==> src/rtl/approx_mul_pkg.sv <==
// Shared types and constants for the approximate-multiplier scheduler.
package approx_mul_pkg;

  typedef enum logic [1:0] {
    IDLE = 2'd0,
    MUL  = 2'd1,
    DONE = 2'd2
  } state_t;

  localparam int DEFAULT_N     = 32;
  localparam int DEFAULT_TAG_W = 4;
  // Low multiplicand bits collapsed by the core into a single majority bit.
  localparam int APPROX_BITS   = 24;

endpackage

==> src/rtl/approx_mul_sched_core.sv <==
// radix4approx (M2): low multiplicand bits replaced by their majority, then unsigned radix-4 Booth product.
module radix4approx
  import approx_mul_pkg::*;
#(
  parameter int N = DEFAULT_N
) (
  input  logic [N-1:0]   x,
  input  logic [N-1:0]   y,
  output logic [2*N-1:0] p
);

  localparam int CW  = $clog2(APPROX_BITS + 1);
  localparam int NPP = (N + 2) / 2;

  logic [CW-1:0]    ones;
  logic             maj;
  logic [N-1:0]     xa;
  logic [2*N-1:0]   xa_ext;
  logic [N+2:0]     ye;
  logic [2*N-1:0]   pp [NPP];
  logic [2*N-1:0]   acc;

  always_comb begin
    ones = '0;
    for (int i = 0; i < APPROX_BITS; i++) begin
      ones = ones + CW'(x[i]);
    end
  end

  // Strict majority: more than half of the low bits set.
  assign maj    = (ones > CW'(APPROX_BITS / 2));
  assign xa     = {x[N-1:APPROX_BITS], maj, {(APPROX_BITS-1){1'b0}}};
  assign xa_ext = {{N{1'b0}}, xa};
  // Two zero MSBs make the unsigned multiplier look positive to the Booth recoder.
  assign ye     = {2'b00, y, 1'b0};

  genvar gi;
  generate
    for (gi = 0; gi < NPP; gi++) begin : g_pp
      logic [2:0]     trip;
      logic [2*N-1:0] mag;
      assign trip = ye[2*gi+2 -: 3];
      always_comb begin
        mag = '0;
        case (trip)
          3'b001, 3'b010, 3'b101, 3'b110: mag = xa_ext;
          3'b011, 3'b100:                 mag = xa_ext << 1;
          default:                        mag = '0;
        endcase
      end
      assign pp[gi] = (trip[2] ? (~mag + 1'b1) : mag) << (2 * gi);
    end
  endgenerate

  always_comb begin
    acc = '0;
    for (int i = 0; i < NPP; i++) begin
      acc = acc + pp[i];
    end
  end

  assign p = acc;

endmodule

==> src/rtl/approx_mul_sched_rr_arb2.sv <==
// Combinational two-way round-robin arbiter; the priority pointer is held by the parent.
module rr_arb2 (
  input  logic [1:0] req,
  input  logic       ptr,
  input  logic       en,
  output logic [1:0] gnt,
  output logic       gnt_id
);

  always_comb begin
    gnt    = 2'b00;
    gnt_id = 1'b0;
    unique case (req)
      2'b01:   gnt_id = 1'b0;
      2'b10:   gnt_id = 1'b1;
      2'b11:   gnt_id = ptr;
      default: gnt_id = 1'b0;
    endcase
    if (en && (req != 2'b00)) begin
      gnt = gnt_id ? 2'b10 : 2'b01;
    end
  end

endmodule

==> src/rtl/approx_mul_sched.sv <==
// Two-requester round-robin front-end sharing one radix4approx core.
// Optional APPROX_MUL_EXACT_EN adds per-request exact-product selection.
module approx_mul_sched
  import approx_mul_pkg::*;
#(
  parameter int N     = DEFAULT_N,
  parameter int TAG_W = DEFAULT_TAG_W
) (
  input  logic               clk,
  input  logic               rst,
  input  logic [1:0]         req_valid,
  output logic [1:0]         req_ready,
  input  logic [2*N-1:0]     req_x,
  input  logic [2*N-1:0]     req_y,
  input  logic [2*TAG_W-1:0] req_tag,
  output logic               res_valid,
  input  logic               res_ready,
  output logic [2*N-1:0]     res_p,
  output logic               res_id,
  output logic [TAG_W-1:0]   res_tag,
`ifdef APPROX_MUL_EXACT_EN
  input  logic [1:0]         req_exact,
  output logic               res_exact,
`endif
  output logic               busy
);

  state_t             state_q, state_d;
  logic               rr_ptr_q, rr_ptr_d;
  logic [N-1:0]       x_q, x_d, y_q, y_d;
  logic [TAG_W-1:0]   tag_q, tag_d, res_tag_q, res_tag_d;
  logic               id_q, id_d, res_id_q, res_id_d;
  logic               res_valid_q, res_valid_d;
  logic [2*N-1:0]     res_p_q, res_p_d;
  logic [2*N-1:0]     core_p, mul_p;
  logic               grant_en, gnt_id;
  logic [1:0]         gnt;

  // A grant is only offered while the result slot is empty or being drained.
  assign grant_en = ~rst & ((state_q == IDLE) | ((state_q == DONE) & res_ready));

  rr_arb2 u_arb (
    .req    (req_valid),
    .ptr    (rr_ptr_q),
    .en     (grant_en),
    .gnt    (gnt),
    .gnt_id (gnt_id)
  );

  radix4approx #(.N(N)) u_core (
    .x (x_q),
    .y (y_q),
    .p (core_p)
  );

`ifdef APPROX_MUL_EXACT_EN
  logic exact_q, exact_d, res_exact_q, res_exact_d;
  assign mul_p     = exact_q ? ({{N{1'b0}}, x_q} * {{N{1'b0}}, y_q}) : core_p;
  assign res_exact = res_exact_q;
`else
  assign mul_p = core_p;
`endif

  always_comb begin
    state_d     = state_q;
    rr_ptr_d    = rr_ptr_q;
    x_d         = x_q;
    y_d         = y_q;
    tag_d       = tag_q;
    id_d        = id_q;
    res_valid_d = res_valid_q;
    res_p_d     = res_p_q;
    res_id_d    = res_id_q;
    res_tag_d   = res_tag_q;
`ifdef APPROX_MUL_EXACT_EN
    exact_d     = exact_q;
    res_exact_d = res_exact_q;
`endif
    if (gnt != 2'b00) begin
      x_d      = gnt_id ? req_x[2*N-1:N] : req_x[N-1:0];
      y_d      = gnt_id ? req_y[2*N-1:N] : req_y[N-1:0];
      tag_d    = gnt_id ? req_tag[2*TAG_W-1:TAG_W] : req_tag[TAG_W-1:0];
      id_d     = gnt_id;
      rr_ptr_d = ~gnt_id;
      state_d  = MUL;
`ifdef APPROX_MUL_EXACT_EN
      exact_d  = gnt_id ? req_exact[1] : req_exact[0];
`endif
    end
    case (state_q)
      MUL: begin
        res_p_d     = mul_p;
        res_id_d    = id_q;
        res_tag_d   = tag_q;
        res_valid_d = 1'b1;
        state_d     = DONE;
`ifdef APPROX_MUL_EXACT_EN
        res_exact_d = exact_q;
`endif
      end
      DONE: begin
        if (res_ready) begin
          res_valid_d = 1'b0;
          if (gnt == 2'b00) state_d = IDLE;
        end
      end
      default: ;
    endcase
  end

  always_ff @(posedge clk or posedge rst) begin
    if (rst) begin
      state_q     <= IDLE;
      rr_ptr_q    <= 1'b0;
      x_q         <= '0;
      y_q         <= '0;
      tag_q       <= '0;
      id_q        <= 1'b0;
      res_valid_q <= 1'b0;
      res_p_q     <= '0;
      res_id_q    <= 1'b0;
      res_tag_q   <= '0;
`ifdef APPROX_MUL_EXACT_EN
      exact_q     <= 1'b0;
      res_exact_q <= 1'b0;
`endif
    end else begin
      state_q     <= state_d;
      rr_ptr_q    <= rr_ptr_d;
      x_q         <= x_d;
      y_q         <= y_d;
      tag_q       <= tag_d;
      id_q        <= id_d;
      res_valid_q <= res_valid_d;
      res_p_q     <= res_p_d;
      res_id_q    <= res_id_d;
      res_tag_q   <= res_tag_d;
`ifdef APPROX_MUL_EXACT_EN
      exact_q     <= exact_d;
      res_exact_q <= res_exact_d;
`endif
    end
  end

  assign req_ready = gnt;
  assign res_valid = res_valid_q;
  assign res_p     = res_p_q;
  assign res_id    = res_id_q;
  assign res_tag   = res_tag_q;
  assign busy      = (state_q != IDLE);

endmodule

==> config.mk <==
export PLATFORM = sky130hd
export DESIGN_NAME = approx_mul_sched
export DESIGN_NICKNAME = d
export VERILOG_FILES = /design/src/rtl/approx_mul_pkg.sv /design/src/rtl/approx_mul_sched_core.sv /design/src/rtl/approx_mul_sched_rr_arb2.sv /design/src/rtl/approx_mul_sched.sv
export SDC_FILE = /design/constraint.sdc
export NUM_CORES = 1
export LEC_CHECK = 0
export ABC_AREA = 1
export ABC_CLOCK_PERIOD_IN_PS = 15350
export BUFFER_PORTS_ARGS = -buffer_cell sky130_fd_sc_hd__buf_2
export CELL_PAD_IN_SITES_DETAIL_PLACEMENT = 1
export CELL_PAD_IN_SITES_GLOBAL_PLACEMENT = 1
export CORE_AREA = 2 2 252 204
export DETAILED_ROUTE_END_ITERATION = 8
export DIE_AREA = 0 0 254 206
export HOLD_SLACK_MARGIN = 0.15
export PLACE_DENSITY = 0.84
export SETUP_SLACK_MARGIN = 0.5
export SYNTH_ARGS = -nofsm -noshare
export SYNTH_HDL_FRONTEND = slang
export SYNTH_SLANG_ARGS = --single-unit
==> constraint.sdc <==
create_clock -name clk -period 15.35 [get_ports clk]
set_input_delay 0.7675 -clock clk [delete_from_list [all_inputs] [get_ports clk]]
set_output_delay 0.7675 -clock clk [all_outputs]
set_load 0.02 [all_outputs]
Word level (Yosys, flattened, before mapping):

Cells that the tools add are included.
Widths: inputs -> output; s select.

* $add $sub $neg: 55
* magnitude comparators: 1
* equal/unequal tests: 98
* muxes and demuxes: 45
* bitwise operators: 21
* reductions and logical operators: 39

Operators by type and width (count)
* $pmux 33 s2: 16
* $add 64x64->64: 16
* $eq 3x3->1 const B: 45
* $add 5x1->5: 22
* $mux 32: 3
* $eq 3x2->1 const B: 30
* $add 64x1->64 const B: 1
* $mux 64: 1
* $not 33->64: 1
* $add 62x1->62 const B: 1
* $mux 62: 1
* $not 33->62: 1
* $add 60x1->60 const B: 1
* $mux 60: 1
* $not 33->60: 1
* $reduce_or 4->1: 15
* $add 58x1->58 const B: 1
* $mux 58: 1
* $not 33->58: 1
* $add 56x1->56 const B: 1
* $mux 56: 1
* $not 33->56: 1
* $add 54x1->54 const B: 1
* $mux 54: 1
* 50 further kinds: 95

* register bits after elaboration: 142
* input port bits: 141
* output and inout port bits: 73
* word-level logic and storage cells: 269

Logic depth before layout (Yosys ltp):

Gate-level depths: netlist of run 1.

* word-level depth: 44
* mapped depth: 54
* gate-level depth less buffers: 53

By module:

Synthesis of run 1 repeated with hierarchy kept, for this count alone.

* cell total of the unflattened synthesis: 3346
* area total of the unflattened synthesis: 24506.0 um^2

By module, submodules not included
* radix4approx: times used 1, cells an instance 2505, area an instance 18206.2 um^2, sequential area each 0.0 um^2
* approx_mul_sched: times used 1, cells an instance 833, area an instance 6261.0 um^2, sequential area each 3553.4 um^2
* rr_arb2: times used 1, cells an instance 8, area an instance 38.8 um^2, sequential area each 0.0 um^2

Least setup slack after synthesis of run 1:

OpenSTA, ideal clock, no wires.

* path kind: reg2reg
* start point: register x_q[0]
* end point: register res_p_q[61] (netlist: res_p[61])
* library setup time: 82 ps
* arrival time: 10598 ps
* data required time: 15268 ps
* setup slack: 4671 ps
* cell stages (with the launch flop): 41
* buffers on the path: 1
* clock period less this slack: 10679 ps
* cells stage by stage: dfrtp_1 -> ha_1 -> inv_1 -> fa_1 -> fa_1 -> fa_1 -> fa_1 -> fa_1 -> fa_1 -> fa_1 -> xor2_1 -> nor3_1 -> nand3_1 -> nand2_2 -> buf_2 -> o22ai_1 -> inv_1 -> ha_1 -> [... 5 more ...] -> fa_1 -> fa_1 -> inv_1 -> fa_1 -> inv_1 -> fa_1 -> fa_1 -> inv_1 -> fa_1 -> inv_1 -> ha_1 -> nand2_1 -> nor2_1 -> inv_1 -> nor3_1 -> a2111oi_0 -> nand3_1 -> a31oi_1

* longest elaborated chain between the ends: 44

Ends and longest elaborated chain
* from (decl): RTL line approx_mul_sched.sv:30 `logic [N-1:0] x_q, x_d, y_q, y_d;`
* from (signal assigned): RTL line approx_mul_sched.sv:115 `x_q <= '0;`
* from (signal assigned): RTL line approx_mul_sched.sv:130 `x_q <= x_d;`
* $add 1x1->2 (*): RTL line approx_mul_sched_core.sv:26 `ones = ones + CW'(x[i]);`
* $add 5x1->5 (*) (22 in series): RTL line approx_mul_sched_core.sv:26
* $gt 5x4->1 (*): RTL line approx_mul_sched_core.sv:31 `assign maj = (ones > CW'(APPROX_BITS / 2));`
* $pmux 33 s2: RTL line approx_mul_sched_core.sv:45 `case (trip)`
* $not 33->64 / $not 33->62 (equally long branches): RTL line approx_mul_sched_core.sv:51 `assign pp[gi] = (trip[2] ? (~mag + 1'b1) : mag) << (2 * gi);`
* $add 64x1->64 / $add 62x1->62 (equally long branches): RTL line approx_mul_sched_core.sv:51
* $mux 64 / $mux 62 (equally long branches): RTL line approx_mul_sched_core.sv:51
* $add 64x64->64 (15 in series): RTL line approx_mul_sched_core.sv:58 `acc = acc + pp[i];`
* $add 64x64->64 (*): RTL line approx_mul_sched_core.sv:58
* to (signal assigned): RTL line approx_mul_sched.sv:135 `res_p_q <= res_p_d;`
* to (decl): RTL line approx_mul_sched.sv:34 `logic [2*N-1:0] res_p_q, res_p_d;`

Every way passes the cells marked *; elsewhere a longest branch is shown, timed or not.
A chain may end at the register's enable or synchronous reset.

Final worst setup path of run 1:

* start point: register x_q[0]
* end point: register res_p_q[63] (netlist: res_p[63])

Same word-level chain as after synthesis.

==> run metrics, run 1 <==
status=completed; Post-CTS Resized=0; Post-route DRC=0; largest family of logic cells by synthesized area=adder cells; cts hold-fix bufs=0; multi-input logic area=0.0166 mm²; Final min period=approximately 13000 ps; drt wl/cell=20.7 µm; HP Class=in2async; clock sinks=between 100 and 150; TritonCTS clock tree=done; Area contributors post-synth=fa_1 (30%), dfrtp_1 (13%), inv_1 (11%); Max Root-Sink Buffers=2; routed vias=20300; Worst Path Arrival=12900 ps; fmax=79.8 MHz; Routed WL=78800 µm; met3 Resource Use GR=4.62%; GP Congestion=0.968; initial antenna violation count=3; largest net degree at the start of global routing=70; Max Slew Vio Count=0; adder-cell share of the synthesized area=37.5%; Num CTS Buffers=17; Largest stage delay, worst path=approximately 800 ps; max_cap viols=0; most frequent cells in the layout=inv_1 (658), nand2_1 (649), fa_1 (334); clk_lat worst skew=490 ps; final setup vio count=0; FP Rows=74; crit-path most repeated cell=fa_1; number of synthesized register bits=119; post-DP HPWL=about 66000 µm; skew final=23.2 ps; Die Area=0.0523 mm²; slowest CP cell=o21ai_0; Pre-Repair DR Iteration Count=5; total track usage=31.4%; number of port buffers=190; Post-Place Setup Slack=2960 ps; Vias per Instance=between 5 and 6; CP max FO=22; Worst Max-Slew Pin Slew=1220 ps; Yosys top cell area share=29.5%; Crit Path Category=reg2reg; Fillers=6422; TNS Setup=0 ps; post-synthesis simple-gate area fraction=between 10% and 20%; Post-Syn Area=0.0226 mm²; remaining global-route overflow=0; syn avg cell area=7.60 µm²; sequential cell area=0.00298 mm²; Final Hold Fails=0; first-pass GRT wire length=about 120000 µm; routing usage on met2=53.0%; Final period util=81.7%; Root Buffer Master=clkbuf_16; complex-gate fraction of the synthesized area=10.1%; sequential area share after synthesis=13.1%; synth warn=0; Most Crowded Layer GR=met2; commonest non-fill, non-tap cell in the layout=inv_1; Initial DRC Count=1215; antenna-violating nets left=0; CORE AREA=between 0.05 and 0.06 mm²; synth-to-layout area growth=8.96%; proportion of synthesized area in mux cells=0%; clock slew at reported path FFs=70 ps; crit end category=flop; met1 track demand over resource=42.2%; Ports=214; synthesized instance count=about 3000; worst relative slew slack=18.7%; RSZ-0062 raised after global routing=no; DIE HEIGHT=206 µm; largest area contributor in the netlist=fa_1; Nets=3730; Worst Path Required=15720 ps; Starting Density=45.1%; share of layout cells above drive strength 1=11.0%; Die X=254 µm; # Post-CTS Setup Buffers=0; area share of xor/xnor cells in the synthesized design=5.25%; vias in the first global route=22300; fin worst setup slack=around 2800 ps; critical path startpoint category=flop; Unique masters post-synth=a little over 50; H-tree levels=4
==> Yosys cell counts (all sizes together) <==
cell type  count
conb           1
nor4          14
clkinv        12
o31ai          5
o21a           2
a32o           1
clkbuf        50
dfrtp        119
nand3        121
a21o           2
a31oi         18
o21bai         6
ha           145
inv          677
nor3          25
nand4          8
a2111oi        2
o2111ai        1
o21ai        136
o22ai         86
nor2         208
nand3b         4
xor2          82
o211ai        43
or2           19
xnor2         53
nand2        673
buf           58
a21oi         74
fa           334
==> path summary, 6_finish.rpt <==
| path | startpoint | to | slack (ps) | cells after the start |
|---|---|---|---|---|
| max | x_q[0]$_DFFE_PP0P_ | res_p[63]$_DFFE_PP0P_ | 2820 | 42 |
| min | rst | x_q[20]$_DFFE_PP0P_ | 420 | 2 |
| max reg2reg | x_q[0]$_DFFE_PP0P_ | res_p[63]$_DFFE_PP0P_ | 2820 | 42 |
| min reg2reg | res_p[52]$_DFFE_PP0P_ | res_p[52]$_DFFE_PP0P_ | 470 | 2 |
| max in group asynchronous | rst | res_p[49]$_DFFE_PP0P_ | 13520 | 3 |
| min in group clk | res_p[52]$_DFFE_PP0P_ | res_p[52]$_DFFE_PP0P_ | 470 | 2 |
==> through the flow <==
stage	cell area [µm²]	utilization, %	hold slack [ps]	std cells
6_report	24700	49.2	417	3810
5_1_grt	24700	49.2	440	3809
4_1_cts	24700	49.2	414	3807
3_5_place_dp	24100	47.9	457	3775
3_3_place_gp	24100	47.9	450	3775
2_1_floorplan	22700	-	449	3001
==> flip-flops by register name, summed over array words and instances (netlist names) <==
signal and count:
res_id 1, id_q 1, x_q 32, y_q 32, res_p 41, state_q 2, res_tag 4, rr_ptr_q 1
res_valid 1, tag_q 4
==> cells by family after synthesis <==
logic type               Yosys count
adder cells (fa/ha/maj)          479
flip-flops                       119
other                              1
AND/OR/NAND/NOR                 1072
buffers and inverters            797
AO/OA/AOI/OAI                    376
XOR/XNOR                         135
==> routing by layer <==
metal | share of wire [%] | vias up
li1 | - | 9337
met1 | 45 | 10400
met2 | 48 | 519
met3 | 4.9 | 101
met4 | 2.3 | 0
met5 | 0 | -
==> critical path: cells and delay by family, from the launching register on <==
family,cells,cell delay [ps]
buffers and inverters,9,880
flip-flops,1,400
AND/OR/NAND/NOR,12,2150
AO/OA/AOI/OAI,4,1460
adder cells (fa/ha/maj),16,7320
XOR/XNOR,1,180
==> final cells by class <==
type	instances	share of cell area [%]
multi-input combinational	2085	67.3
sequential	119	12.1
inverter	689	10.5
timing repair buffer	198	4.10
tap	684	3.47
clock buffer	18	1.74
clock inverter	14	0.766
antenna	3	0.0304
Power of run 1 is left out: the tool's default activity adds up to more than one toggle a clock period on the data nets, which glitch-free logic cannot reach.
==> inputs of run 2 (changes only) <==
ABC_CLOCK_PERIOD_IN_PS = 12150   (was 15350)
clock period = 12.15 ns   (was 15.35 ns; I/O delays follow)
==> run metrics, run 2 (synthesized netlist as in run 1, its figures left out) <==
status=completed; remaining global-route overflow=0; crit end category=flop; slowest CP cell=fa_1; routed vias=slightly above 20000; Final period util=~90%; DIE HEIGHT=206 µm; initial antenna violation count=2; Largest stage delay, worst path=around 610 ps; largest net degree at the start of global routing=70; Top delay family on crit path=adder cells; GP Congestion=0.973; antenna-violating nets left=0; Fillers=~6300; Die Area=around 0.052 mm²; max reg flops=41; drt wl/cell=20.9 µm; Worst Path Arrival=11560 ps; vias in the first global route=22300; HP Class=in2async; synth-to-layout area growth=11.6%; first-pass GRT wire length=125000 µm; Worst Max-Slew Pin Slew=1110 ps; Max Root-Sink Buffers=2; CP max FO=12; Die X=254 µm; Worst path depth=46; clk_lat worst skew=500 ps; Root Buffer Master=clkbuf_16; fin util=50.4%; H-tree levels=4; fmax=~90 MHz; critical path startpoint category=flop; skew final=23.4 ps; multi-input logic area=0.0170 mm²; final setup vio count=0; RSZ-0062 raised after global routing=yes; Pre-Repair DR Iteration Count=5; Routed WL=80200 µm; Num CTS Buffers=17; TritonCTS clock tree=done; cts hold-fix bufs=0; Crit Path Category=reg2reg; clock sinks=around 120; Crit path buffers/inverters=11; share of layout cells above drive strength 1=14.1%; Nets=3759; most frequent cells in the layout=inv_1 (653), nand2_1 (641), fa_1 (327); CORE AREA=0.0502 mm²; post-DP HPWL=66500 µm; Max Slew Vio Count=0; Starting Density=between 40% and 50%; number of port buffers=190; Final Hold Fails=0; Ports=214; Final min period=11190 ps; Worst Path Required=12520 ps; total track usage=31.6%; clock slew at reported path FFs=70 ps; sequential cell area=0.00298 mm²; TNS Setup=0 ps; worst relative slew slack=25.1%; worst r2r path cells=46; Post-route DRC=0; FP Rows=74; max_cap viols=0; commonest non-fill, non-tap cell in the layout=inv_1; Initial DRC Count=1452; Vias per Instance=5.37; crit-path most repeated cell=fa_1
-- run 2: cell types whose count changed in the layout (fill, tap and decap cells not counted), moves of 5 or more --
cell and delta:
nand2_2 +6, a21oi_1 -14, fa_1 -7, o21ai_0 -11, inv_1 -5, nand2_1 -8, fa_2 +7, nor3_1 -8
nor3_2 +6, a21oi_2 +8, buf_4 +27, o21ai_1 +8, a21oi_4 +6
-- run 2: timing repair --
item	in CTS	in global routing
endpoints found under the hold margin	0	0
resized for setup	7	98
cloned	0	1
buffers inserted	0	14
pin swaps	0	15
endpoints found under the setup margin	14	19
-- run 2: layout make-up --
cell class / instances / area share (%)
Multi-Input combinational cell: 2086 / 67.3
Sequential cell: 119 / 11.8
Inverter: 689 / 10.3
Timing Repair Buffer: 226 / 4.86
Tap cell: 684 / 3.39
Clock buffer: 17 / 1.68
Clock inverter: 14 / 0.658
Antenna cell: 2 / 0.0198
-- run 2: stage by stage --
stage,cell area [µm²],hold WS (ps),setup slack (ps),std cells
finish,25300,258,962,3837
global route,25300,306,397,3836
CTS,24800,264,540,3820
detailed placement,24200,460,220,3789
global placement,24200,450,597,3789
floorplan,22700,449,1470,3001
-- run 2: routing by layer --
layer / GRT usage, % / up-vias / part of all wire, %
met4: 9.01 / 0 / 2.4
met1: 42.1 / 10500 / 43
li1: - / 9397 / -
met2: 53.0 / 633 / 48
met5: 0 / - / 0
met3: 5.33 / 112 / 6.3
-- run 2: worst paths after layout --
kind | from | end | slack (ps)
setup / recovery | x_q[0]$_DFFE_PP0P_ | res_p[62]$_DFFE_PP0P_ | 960
hold / removal | rst | rr_ptr_q$_DFFE_PP0P_ | 260
setup reg to reg | x_q[0]$_DFFE_PP0P_ | res_p[62]$_DFFE_PP0P_ | 960
hold reg to reg | res_p[27]$_DFFE_PP0P_ | res_p[27]$_DFFE_PP0P_ | 470
max in group asynchronous | rst | res_p[60]$_DFFE_PP0P_ | 10440
min in group clk | req_y[30] | y_q[30]$_DFFE_PP0P_ | 320
Power of run 2 is left out for the same reason.
